File: config.mk
export PLATFORM = sky130hd
export DESIGN_NAME = mc_main_fsm
export DESIGN_NICKNAME = d
export VERILOG_FILES = /design/src/rtl/lib_cpu.sv /design/src/rtl/mc_out_dec.sv /design/src/rtl/mc_main_fsm.sv
export SDC_FILE = /design/constraint.sdc
export NUM_CORES = 1
export LEC_CHECK = 0
export CAP_MARGIN = 20
export CORE_MARGIN = 5
export CORE_UTILIZATION = 35
export CTS_BUF_LIST = sky130_fd_sc_hd__clkbuf_4
export DETAILED_ROUTE_END_ITERATION = 8
export DONT_BUFFER_PORTS = 1
export GPL_ROUTABILITY_DRIVEN = 0
export PLACE_DENSITY = 0.56
export SYNTH_ARGS = -nofsm -noshare
export SYNTH_HDL_FRONTEND = slang
export SYNTH_HIERARCHICAL = 1
export SYNTH_SLANG_ARGS = --single-unit
File: constraint.sdc
create_clock -name clk -period 1.72 [get_ports clk]
set_clock_uncertainty 0.2 [all_clocks]
set_input_delay 0.344 -clock clk [delete_from_list [all_inputs] [get_ports clk]]
set_output_delay 0.344 -clock clk [all_outputs]
set_load 0.01 [all_outputs]
File: src/rtl/lib_cpu.sv
// Shared encodings for the multicycle MIPS controller.
//   opcode_e    : instr[31:26] values the main FSM recognises
//   mc_state_e  : main control FSM states
//   ALUOP_*     : alu_op encodings consumed by the ALU decoder
//   SRCB_*      : ALU B-operand mux selects
//   PCSRC_*     : PC source mux selects
//   ctrl_word_t : everything the output decoder produces for one state
package lib_cpu;

  typedef enum logic [5:0] {
    OP_RTYPE = 6'b000000,
    OP_LW    = 6'b100011,
    OP_SW    = 6'b101011,
    OP_BEQ   = 6'b000100,
    OP_ADDI  = 6'b001000,
    OP_J     = 6'b000010
  } opcode_e;

  typedef enum logic [3:0] {
    S_FETCH   = 4'd0,
    S_DECODE  = 4'd1,
    S_MEMADR  = 4'd2,
    S_MEMRD   = 4'd3,
    S_MEMWB   = 4'd4,
    S_MEMWR   = 4'd5,
    S_EXECUTE = 4'd6,
    S_ALUWB   = 4'd7,
    S_BRANCH  = 4'd8,
    S_ADDIEX  = 4'd9,
    S_ADDIWB  = 4'd10,
    S_JEX     = 4'd11,
    S_TRAP    = 4'd12
  } mc_state_e;

  localparam logic [1:0] ALUOP_ADD   = 2'b00;
  localparam logic [1:0] ALUOP_SUB   = 2'b01;
  localparam logic [1:0] ALUOP_FUNCT = 2'b10;

  localparam logic [1:0] SRCB_B     = 2'b00;
  localparam logic [1:0] SRCB_FOUR  = 2'b01;
  localparam logic [1:0] SRCB_IMM   = 2'b10;
  localparam logic [1:0] SRCB_IMMSH = 2'b11;

  localparam logic [1:0] PCSRC_ALU    = 2'b00;
  localparam logic [1:0] PCSRC_ALUOUT = 2'b01;
  localparam logic [1:0] PCSRC_JUMP   = 2'b10;

  typedef struct packed {
    logic       mem_req;
    logic       mem_write;
    logic       i_or_d;
    logic       ir_write;
    logic       pc_write;
    logic       branch;
    logic       reg_write;
    logic       reg_dst;
    logic       mem_to_reg;
    logic       alu_src_a;
    logic [1:0] alu_src_b;
    logic [1:0] alu_op;
    logic [1:0] pc_src;
    logic       retire;
    logic       halted;
  } ctrl_word_t;

endpackage

File: src/rtl/mc_out_dec.sv
// Output decoder for the main control FSM: state + memory ready -> control word.
// Ports:
//   state_i     current FSM state
//   mem_ready_i memory completes the access this cycle (already blocked during reset by the top)
//   ctrl_o      decoded control word; every field not set by a state stays 0
module mc_out_dec
  import lib_cpu::*;
(
  input  mc_state_e  state_i,
  input  logic       mem_ready_i,
  output ctrl_word_t ctrl_o
);

  always_comb begin
    ctrl_o = '0;
    case (state_i)
      S_FETCH: begin
        ctrl_o.mem_req   = 1'b1;
        ctrl_o.alu_src_b = SRCB_FOUR;
        ctrl_o.alu_op    = ALUOP_ADD;
        ctrl_o.pc_src    = PCSRC_ALU;
        // IR and PC only move on the cycle the fetch actually completes
        ctrl_o.ir_write  = mem_ready_i;
        ctrl_o.pc_write  = mem_ready_i;
      end
      S_DECODE: begin
        ctrl_o.alu_src_b = SRCB_IMMSH;
        ctrl_o.alu_op    = ALUOP_ADD;
      end
      S_MEMADR, S_ADDIEX: begin
        ctrl_o.alu_src_a = 1'b1;
        ctrl_o.alu_src_b = SRCB_IMM;
        ctrl_o.alu_op    = ALUOP_ADD;
      end
      S_MEMRD: begin
        ctrl_o.mem_req = 1'b1;
        ctrl_o.i_or_d  = 1'b1;
      end
      S_MEMWB: begin
        ctrl_o.reg_write  = 1'b1;
        ctrl_o.mem_to_reg = 1'b1;
        ctrl_o.retire     = 1'b1;
      end
      S_MEMWR: begin
        ctrl_o.mem_req   = 1'b1;
        ctrl_o.mem_write = 1'b1;
        ctrl_o.i_or_d    = 1'b1;
        ctrl_o.retire    = mem_ready_i;
      end
      S_EXECUTE: begin
        ctrl_o.alu_src_a = 1'b1;
        ctrl_o.alu_src_b = SRCB_B;
        ctrl_o.alu_op    = ALUOP_FUNCT;
      end
      S_ALUWB: begin
        ctrl_o.reg_write = 1'b1;
        ctrl_o.reg_dst   = 1'b1;
        ctrl_o.retire    = 1'b1;
      end
      S_BRANCH: begin
        ctrl_o.alu_src_a = 1'b1;
        ctrl_o.alu_src_b = SRCB_B;
        ctrl_o.alu_op    = ALUOP_SUB;
        ctrl_o.pc_src    = PCSRC_ALUOUT;
        ctrl_o.branch    = 1'b1;
        ctrl_o.retire    = 1'b1;
      end
      S_ADDIWB: begin
        ctrl_o.reg_write = 1'b1;
        ctrl_o.retire    = 1'b1;
      end
      S_JEX: begin
        ctrl_o.pc_src   = PCSRC_JUMP;
        ctrl_o.pc_write = 1'b1;
        ctrl_o.retire   = 1'b1;
      end
      S_TRAP: begin
        ctrl_o.halted = 1'b1;
      end
      default: ctrl_o = '0;
    endcase
  end

endmodule

File: src/rtl/mc_main_fsm.sv
// Main control FSM of the multicycle MIPS core. Sequences the shared ALU, the shared
// memory port and the IR/PC/register-file strobes, 3-5 states per instruction, with a
// memory ready handshake and a sticky trap on unknown opcodes.
// Ports:
//   clk, reset           core clock; asynchronous active-high reset to FETCH
//   op                   instr[31:26] from IR (stable from DECODE to end of instruction)
//   zero                 ALU zero flag, qualifies the branch
//   mem_ready            memory finishes the current access this cycle
//   mem_req .. pc_src    datapath controls, decoded from state
//   retire               one-cycle pulse in the last state of each instruction
//   halted               FSM sits in TRAP
module mc_main_fsm
  import lib_cpu::*;
(
  input  logic       clk,
  input  logic       reset,
  input  logic [5:0] op,
  input  logic       zero,
  input  logic       mem_ready,
  output logic       mem_req,
  output logic       mem_write,
  output logic       i_or_d,
  output logic       ir_write,
  output logic       pc_en,
  output logic       reg_write,
  output logic       reg_dst,
  output logic       mem_to_reg,
  output logic       alu_src_a,
  output logic [1:0] alu_src_b,
  output logic [1:0] alu_op,
  output logic [1:0] pc_src,
  output logic       retire,
  output logic       halted
);

  mc_state_e  state_q, state_d;
  ctrl_word_t ctrl;
  logic       ready_eff;

  always_ff @(posedge clk or posedge reset) begin
    if (reset) state_q <= S_FETCH;
    else       state_q <= state_d;
  end

  always_comb begin
    state_d = state_q;
    case (state_q)
      S_FETCH:   if (mem_ready) state_d = S_DECODE;
      S_DECODE: begin
        case (op)
          OP_LW, OP_SW: state_d = S_MEMADR;
          OP_RTYPE:     state_d = S_EXECUTE;
          OP_BEQ:       state_d = S_BRANCH;
          OP_ADDI:      state_d = S_ADDIEX;
          OP_J:         state_d = S_JEX;
          default:      state_d = S_TRAP;
        endcase
      end
      // only LW and SW reach MEMADR, and IR keeps op stable
      S_MEMADR:  state_d = (op == OP_SW) ? S_MEMWR : S_MEMRD;
      S_MEMRD:   if (mem_ready) state_d = S_MEMWB;
      S_MEMWB:   state_d = S_FETCH;
      S_MEMWR:   if (mem_ready) state_d = S_FETCH;
      S_EXECUTE: state_d = S_ALUWB;
      S_ALUWB:   state_d = S_FETCH;
      S_BRANCH:  state_d = S_FETCH;
      S_ADDIEX:  state_d = S_ADDIWB;
      S_ADDIWB:  state_d = S_FETCH;
      S_JEX:     state_d = S_FETCH;
      S_TRAP:    state_d = S_TRAP;
      default:   state_d = S_FETCH;
    endcase
  end

  // While reset is held the state is FETCH, whose only ready-dependent outputs are
  // strobes; masking ready keeps every strobe low in the reset cycle.
  assign ready_eff = mem_ready & ~reset;

  mc_out_dec u_out_dec (
    .state_i     (state_q),
    .mem_ready_i (ready_eff),
    .ctrl_o      (ctrl)
  );

  assign mem_req    = ctrl.mem_req;
  assign mem_write  = ctrl.mem_write;
  assign i_or_d     = ctrl.i_or_d;
  assign ir_write   = ctrl.ir_write;
  assign pc_en      = ctrl.pc_write | (ctrl.branch & zero);
  assign reg_write  = ctrl.reg_write;
  assign reg_dst    = ctrl.reg_dst;
  assign mem_to_reg = ctrl.mem_to_reg;
  assign alu_src_a  = ctrl.alu_src_a;
  assign alu_src_b  = ctrl.alu_src_b;
  assign alu_op     = ctrl.alu_op;
  assign pc_src     = ctrl.pc_src;
  assign retire     = ctrl.retire;
  assign halted     = ctrl.halted;

endmodule
# --- After elaboration in Yosys (flattened, before gate mapping) ---
# Index checks and enable logic that the tools add are counted.
totals:
  out_inout_bits: 17
  reg_bits: 4
op_classes:
  eq_ne: 20
  muxes: 20
  bitwise_logic: 4
  reduce_logical: 10
op_table:
  columns: ["op", "count"]
  rows:
  - ["$pmux W4 S5", 2]
  - ["$pmux W4 S8", 1]
  - ["$eq A4 B4 Y1 const B", 5]
  - ["$eq A4 B3 Y1 const B", 4]
  - ["$eq A6 B6 Y1 const B", 2]
  - ["$mux W4", 3]
  - ["$mux W1", 10]
  - ["$eq A4 B2 Y1 const B", 2]
  - ["$eq A6 B2 Y1 const B", 1]
  - ["$eq A6 B3 Y1 const B", 1]
  - ["$eq A6 B4 Y1 const B", 1]
  - ["$logic_not A6 Y1", 1]
  - ["$ne A2 B2 Y1 const B", 3]
  - ["$reduce_or A2 Y1", 3]
  - ["$reduce_or A3 Y1", 2]
  - ["$reduce_or A5 Y1", 1]
  - ["$eq A4 B1 Y1 const B", 1]
  - ["$logic_not A4 Y1", 1]
  - ["$pmux W1 S2", 2]
  - ["$pmux W2 S2", 1]
  - ["$reduce_or A4 Y1", 1]
  - ["$mux W3", 1]
  - ["$reduce_and A3 Y1", 1]
  - ["$and A1 B1 Y1", 2]
  - ["other kinds (2)", 2]

# --- Depth between registers and ports, before layout ---
# Gate-level depths: netlist of run 1.
depth:
  depth_word: 4
  ltp_mapped: 5
  depth_no_buf: 4

# --- By module ---
# The synthesis of run 1 kept the hierarchy.
by_module_without_submodules:
  columns: ["mod", "n_inst", "area_per_inst_um2", "cells_per_inst", "seq_area_each_um2"]
  rows:
  - ["mc_main_fsm", 1, 382.9, 48, 100.1]
  - ["mc_out_dec", 1, 229.0, 36, 0.0]

# --- Worst setup path after synthesis of run 1 ---
# Ideal clock, no wire load.
synth_path:
  kind: "reg2out"
  startpoint: "register state_q[1]"
  endpoint: "output pc_en"
  required_ns: 1.176
  path_stages_with_launch: 6
  n_path_buf: 3
  arrival_ns: 1.321
  path_slack_ns: -0.145
  cell_sequence: "dfrtp_1 buf_6 buf_4 nor3_1 buf_4 a21o_1"
synth_rtl:
  columns: ["item", "line", "text"]
  rows:
  - ["from (decl)", "mc_main_fsm.sv:36", "mc_state_e state_q, state_d;"]
  - ["from (signal assigned)", "mc_main_fsm.sv:42", "else state_q <= state_d;"]
  - ["to (decl)", "mc_main_fsm.sv:24", "output logic pc_en,"]

==> qor.csv, run 1 <==
stage;metric;value;unit
outcome;status;finished with violations;
outcome;violations;setup timing;
cts;cts_tree;done;
floorplan;rows;15;
synthesis;synth.avg_cell_area;7.284;um^2
floorplan;die_x;51.81;um
synthesis;ys_ff_latch;4;
cells_and_area;regMostFlops;state_q;
worst_hold_path;holdCritPathClass;input port to flop;
cells_and_area;multi_input_area;725.7;um^2
cts;numCtsBuffers;3;
global_routing;grt_pass1_vias;740;
worst_setup_path;cp_max_fo;3;
detailed_routing;drc;0;
sta;finalHoldViolCount;0;
power_and_ir_drop;power.density;1990;mW/mm^2
detailed_routing;viasPerCell;5.689;
cells_and_area;synthToLayoutAreaGrowth;111.0;%
cells_and_area;instances_no_fill;135;
cells_and_area;fillCellCount;110;
cts;insertion_delay;250;ps
worst_setup_path;reg2reg_depth;6;
placement;dp_hpwl;1.273;mm
global_routing;overflow;0;
floorplan;io_pins;27;
floorplan;initial_utilization;0.3622;
worst_setup_path;slowest_delay;550;ps
synthesis;ys_types;40;
cts;root_buffer;clkbuf_4;
power_and_ir_drop;p_total;2570;uW
cells_and_area;top_regs;state_q (4);
cells_and_area;nets;129;
cells_and_area;final_core_util;0.7644;
worst_setup_path;path_class;flop to output port;
cells_and_area;regArea;102.6;um^2
worst_setup_path;crit_chain;or4b_1 > a21oi_2 > a21o_1;
placement;place.port_buffers;0;
global_routing;grt_max_degree;14;
detailed_routing;dr.pass1.iters;4;
detailed_routing;vias;768;
synthesis;syn_area;611.8;um^2
worst_setup_path;end_kind;output port;
sta;finalCritPeriodShare;1.204;
detailed_routing;wl_per_cell;18.39;um
detailed_routing;routed_wl;2.482;mm
cts;htree_levels;1;
synthesis;synth_cells;84;
sta;slew_headroom;0.7187;
worst_hold_path;whs_path_depth;3;
worst_setup_path;crit_slowest_cell;or4b_1;
sta;setup_ws;-351.1;ps
placement;place_area;754.5;um^2
sta;min_period;2071;ps
global_routing;antenna_found_initial;0;
cts;clockBufferDepth;2;
global_routing;grt_pass1_wl;3.498;mm
floorplan;die-area;0.002684;mm^2
cells_and_area;drive_gt1_frac;0.6864;
synthesis;synth_nets;94;
floorplan;core-area;0.001689;mm^2
worst_setup_path;critPathArrivalTime;1530;ps
power_and_ir_drop;leakagePower;0.0005179;uW
detailed_routing;ant_nets;0;
sta;rsz0062_at_grt;true;
placement;dp_cells;113;
detailed_routing;drt_iter0_drc;6;
sta;worst_pin_slew;411.2;ps
cells_and_area;stdcell_area;0.001291;mm^2
floorplan;die_h;51.81;um
cts;clk_pin_slew;40;ps
synthesis;synth-seq-area-share;0.1636;
sta;setup_violations;19;
cells_and_area;diodes;0;
global_routing;grtUsageTotal;0.1724;
power_and_ir_drop;max-vdd-ir-drop;0.0008260;V
sta;max_freq;0.4828;GHz
placement;pre_cts_slack;-62.84;ps
synthesis;ys_warn_count;6;
cts;clock-sinks;4;
cells_and_area;largest_reg_flops;4;
sta;maxSlewViolCount;0;
worst_setup_path;cp-start-kind;flop;
worst_setup_path;required;1180;ps
run;maxCapViolations;0;
-- cell usage after synthesis --
cell type	n	area (um^2)
nand3_1	5	25.02
a2111oi_0	1	8.760
nor3b_1	3	22.52
a22oi_1	1	7.510
buf_2	2	10.01
a2111o_1	1	11.26
inv_2	1	3.750
or4b_1	1	10.01
a32oi_1	1	8.760
nand2_1	3	11.26
a21oi_1	3	15.01
xnor2_1	2	17.52
nor4b_2	1	15.01
nand3_2	1	10.01
nor2_1	9	33.78
or4_1	1	7.510
or2_2	1	6.260
or3_1	1	6.260
inv_1	2	7.510
or4b_4	1	13.76
o2bb2ai_1	1	8.760
clkbuf_1	3	11.26
o21a_1	1	7.510
o22ai_1	3	18.77
o41ai_1	2	17.52
buf_4	2	15.01
or3b_1	1	8.760
a211o_1	1	8.760
nand2b_1	6	37.54
o21ai_1	1	5.000
o21ai_0	1	5.000
nor2b_1	4	25.02
xor2_1	1	8.760
dfrtp_1	4	100.1
o32ai_1	1	8.760
o31ai_1	2	15.01
a21o_1	1	7.510
buf_6	1	11.26
mux2i_1	1	10.01
nor3_1	6	30.03
-- worst paths after layout --
kind	slack, ps	from	end
max in group asynchronous	930	reset	state_q[1]
min in group asynchronous	220	reset	state_q[0]
hold / removal	130	op[0]	state_q[0]
hold reg to reg	560	state_q[3]	state_q[0]
setup / recovery	-350	state_q[0]	pc_en
setup reg to reg	-160	state_q[2]	state_q[0]
-- layer usage --
metal,up-vias,track usage,share of wire
li1,378,-,-
met1,368,0.2007,0.40
met2,20,0.3114,0.57
met3,2,0.03438,0.027
met4,0,0.05677,0.011
met5,-,0,0
-- placed cells by master (no fill, tap or decap), types with 2 or more instances in the layout --
cell type | synthesis | layout
buf_4 | 2 | 17
buf_6 | 1 | 14
nand2b_4 | 0 | 5
nor2_4 | 0 | 5
nand3_1 | 5 | 4
nor2_1 | 9 | 4
clkbuf_4 | 0 | 4
nor3_4 | 0 | 3
buf_8 | 0 | 3
buf_12 | 0 | 3
nor2b_4 | 0 | 2
inv_1 | 2 | 2
a21oi_2 | 0 | 2
nand3_2 | 1 | 2
o31ai_1 | 2 | 2
nor3_2 | 0 | 2
nand2_1 | 3 | 2
nor2b_1 | 4 | 2
dfrtp_1 | 4 | 2
dfrtp_2 | 0 | 2
-- cells by family (layout without fill, tap and decap cells) --
family / after synthesis / count (layout) / share of synthesized area
simple gates: 44 / 44 / 0.4294
compound gates: 21 / 21 / 0.2515
buf+inv: 11 / 45 / 0.09610
flops: 4 / 4 / 0.1636
xor+xnor: 3 / 3 / 0.04295
mux: 1 / 1 / 0.01636
-- report_power, final --
group | switching, uW | leakage (uW) | internal (uW)
sequential | 53.6 | 0.0000493 | 141
combinational | 1070 | 0.000450 | 1150
clock | 50.1 | 0.0000184 | 104
total | 1170 | 0.000518 | 1400
-- worst max-delay path: cells and delay by family, from the launching register on --
family,cells,cell delay (ps)
DFF,1,400
and+or+nand+nor,1,550
AOI/OAI and AO/OA,2,320
-- cell type report --
cell class / count / area share
Inverter: 3 / 0.008721
Multi-Input combinational cell: 69 / 0.5620
Tap cell: 17 / 0.01647
Clock buffer: 4 / 0.02326
Timing Repair Buffer: 38 / 0.3101
Sequential cell: 4 / 0.07946
-- repair_timing --
| item | in CTS | in global routing |
|---|---|---|
| hold buffers | 1 | 0 |
| pin swaps | 11 | 10 |
| cloned | 0 | 0 |
| setup endpoints to repair | 16 | 20 |
| resized for setup | 52 | 26 |
| endpoints found under the hold margin | 4 | 0 |
| setup buffers | 7 | 11 |
-- stage by stage --
stage	setup TNS, ps	hold slack (ps)
final	-2697	129.1
after global routing	-3701	127.1
after CTS	-1755	138.7
after detailed placement	-161.1	-71.41
after global placement	-96.36	-74.30
after floorplan	-23.96	-89.99
Power figures use the tool's default switching activity.
==> run 2, diff against run 1 <==
--- a/config.mk
+++ b/config.mk
@@ -5,7 +5,9 @@
 export SDC_FILE = /design/constraint.sdc
 export NUM_CORES = 1
 export LEC_CHECK = 0
+export ABC_AREA = 1
 export CAP_MARGIN = 20
+export CORE_ASPECT_RATIO = 1.4
 export CORE_MARGIN = 5
 export CORE_UTILIZATION = 35
 export CTS_BUF_LIST = sky130_fd_sc_hd__clkbuf_4
==> qor.csv, run 2 <==
stage;metric;value;unit;change
power_and_ir_drop;comb_power_share;0.758;;-0.106
floorplan;die_x;46.27;um;-11%
cells_and_area;drive_gt1_frac;0.4511;;-0.2353
worst_setup_path;crit_slowest_cell;dfrtp_2;;
power_and_ir_drop;switching_share;0.5211;;+0.06514
detailed_routing;wl_per_cell;11.23;um;-39%
sta;setup_violations;2;;-17
detailed_routing;dr.pass1.iters;4;;unchanged
power_and_ir_drop;p_int;716.9;uW;-49%
cells_and_area;synthToLayoutAreaGrowth;44.08;%;
global_routing;grtUsageTotal;0.1304;;-0.04194
floorplan;rows;18;;+3
synthesis;ys_warn_count;6;;unchanged
detailed_routing;viasPerCell;4.967;;-13%
cells_and_area;fillCellCount;167;;+52%
power_and_ir_drop;leakagePower;0.0004698;uW;-9.3%
cts;clockBufferDepth;2;;unchanged
floorplan;die-area;0.002812;mm^2;+4.7%
worst_setup_path;path_class;flop to output port;;
cells_and_area;top_regs;state_q (4);;
cts;htree_levels;1;;unchanged
synthesis;ys.flop_type;dfrtp_1;;
cells_and_area;largest_reg_flops;4;;unchanged
sta;finalCritPeriodShare;1.034;;-0.1705
power_and_ir_drop;max-vdd-ir-drop;0.0005458;V;-34%
floorplan;core-area;0.001757;mm^2;+4.0%
worst_setup_path;reg2reg_depth;9;;+3
worst_setup_path;worstReg2RegStart;state_q[0];;
synthesis;synth_edf_count;0;;unchanged
run;maxCapViolations;0;;unchanged
worst_hold_path;whs_path_depth;1;;-2
cells_and_area;regMostFlops;state_q;;
global_routing;grt_pass1_wl;2.697;mm;-23%
cells_and_area;multi_input_area;516.7;um^2;-29%
synthesis;ys_types;24;;-40%
synthesis;synth_area_leaders;dfrtp_1 (16%), nand2_1 (13%), nand3_1 (12%), inv_1 (12%), nor2_1 (11%);;
synthesis;yosysMostFrequentCell;nand2_1;;
synthesis;syn_area;644.4;um^2;+5.3%
global_routing;antenna_found_initial;0;;unchanged
floorplan;initial_utilization;0.3668;;+0.004587
worst_setup_path;crit_chain;inv_2 > nor2_4 > inv_2 > nor2_4 > a21o_1;;
sta;slew_headroom;0.8274;;+0.1087
sta;finalHoldViolCount;0;;unchanged
outcome;status;finished with violations;;
sta;min_period;1778;ps;-293.3 ps
sta;worst_pin_slew;258.3;ps;-152.9 ps
synthesis;synth_nets;125;;+33%
sta;maxSlewViolCount;0;;unchanged
sta;tns;-88.68;ps;+2609 ps
cts;insertion_delay;230;ps;-20 ps
outcome;violations;setup timing;;
sta;rsz0062_at_grt;true;;
synthesis;synth.avg_cell_area;5.603;um^2;-23%
cts;numCtsBuffers;3;;unchanged
synthesis;yosysTopAreaCellShare;0.1553;;-0.008259
worst_setup_path;slowest_delay;440;ps;-110 ps
detailed_routing;vias;760;;-1.0%
placement;place.port_buffers;0;;unchanged
cts;root_buffer;clkbuf_4;;
cells_and_area;mostFrequentLayoutCells;nand2_1 (18), inv_1 (16), nor2_1 (14);;
worst_setup_path;critPathTopFamily;flip-flops;;
floorplan;die_h;60.77;um;+17%
worst_setup_path;required;1180;ps;about the same
cts;clock-sinks;4;;unchanged
cells_and_area;regArea;105.1;um^2;+2.4%
synthesis;yosys-top-cells-count;nand2_1 (23), inv_1 (20), nor2_1 (19);;
synthesis;yosys.area.top_type;dfrtp_1;;
worst_setup_path;end_kind;output port;;
cells_and_area;nets;144;;+12%
sta;setup_ws;-57.80;ps;+293.3 ps
worst_hold_path;min_from;mem_ready;;
placement;pre_cts_slack;103.0;ps;+165.9 ps
worst_setup_path;critPathArrivalTime;1230;ps;-300 ps
cells_and_area;final_common_cell;nand2_1;;
detailed_routing;drt_iter0_drc;22;;+16
global_routing;grt_pass1_vias;718;;-3.0%
cts;clk_pin_slew;40;ps;about the same
cts;cts_tree;done;;
worst_setup_path;worstReg2RegEnd;state_q[2];;
worst_setup_path;cp_num_buf_inv;2;;+2
detailed_routing;ant_nets;0;;unchanged
floorplan;io_pins;27;;unchanged
worst_hold_path;holdCritPathClass;input port to flop;;
synthesis;synth_cells;115;;+37%
global_routing;grt_max_degree;10;;-4
worst_setup_path;cp_max_fo;5;;+2
synthesis;synth-seq-area-share;0.1553;;-0.008259
power_and_ir_drop;clock_power_share;0.093;;+0.033
detailed_routing;drc;0;;unchanged
worst_setup_path;r2r_slack;70;ps;+230 ps
sta;max_freq;0.5625;GHz;+16%
worst_setup_path;cp-start-kind;flop;;
power_and_ir_drop;seqPwrFrac;0.149;;+0.073
power_and_ir_drop;p_sw;780.2;uW;-33%
cells_and_area;diodes;0;;unchanged
detailed_routing;routed_wl;1.718;mm;-31%
global_routing;overflow;0;;unchanged
worst_hold_path;whs_endpoint;state_q[1];;
power_and_ir_drop;power.density;1613;mW/mm^2;-19%
synthesis;ys_ff_latch;4;;unchanged
synthesis;async_reset_ff_frac;1.000;;unchanged
placement;dp_hpwl;1.357;mm;+6.6%
cells_and_area;final_core_util;0.5285;;-0.2360
-- run 2: worst max-delay path by stage --
stage / from / end / slack, ps / depth (start not counted)
6_report: state_q[3] / pc_en / -60 / 5
3_3_place_gp: state_q[1] / pc_en / 110 / 4
5_1_grt: state_q[0] / pc_en / -120 / 4
3_5_place_dp: state_q[1] / pc_en / 100 / 4
2_1_floorplan: state_q[1] / pc_en / 20 / 6
4_1_cts: state_q[1] / pc_en / -70 / 4
-- run 2: timing repair --
action	in CTS	in global routing
hold buffers	1	0
resized for setup	13	20
buffers inserted	5	4
hold endpoints to repair	4	0
pin swaps	1	2
setup endpoints to repair	14	18
-- run 2: cell families (layout without fill, tap and decap cells) --
group	after synthesis	count (layout)	share of synthesized area
DFF	4	4	0.1553
AOI/OAI and AO/OA	7	7	0.07379
and+or+nand+nor	77	77	0.5942
buffers and inverters	27	45	0.1767
-- run 2: per-stage QoR --
stage	cells	total power, uW	hold slack [ps]	area [um^2]
after floorplan	115	833.5	-89.99	648.1
after global placement	139	1014	-77.23	701.9
after detailed placement	139	1018	-77.40	701.9
after CTS	149	1280	125.2	808.3
after global routing	153	1625	130.6	928.4
final	153	1497	122.5	928.4
-- run 2: area by class of cell --
type / instances / area share
multi-input combinational: 84 / 0.5566
timing repair buffer: 17 / 0.1698
sequential: 4 / 0.1132
inverter: 24 / 0.1011
clock buffer: 4 / 0.03235
tap: 20 / 0.02695
-- run 2: power groups by stage --
| stage | combinational (uW) | clock (uW) | sequential (uW) |
|---|---|---|---|
| final | 1130 | 140 | 223 |
| after global routing | 1230 | 163 | 231 |
| after CTS | 922 | 144 | 214 |
| after detailed placement | 815 | 0 | 204 |
| after global placement | 812 | 0 | 202 |
| after floorplan | 623 | 0 | 211 |
-- run 2: metal layers --
layer  wire, um  track usage
met1        615       0.1212
met4         20      0.06098
met2        980       0.2520
met3        102      0.03264
met5          0            0
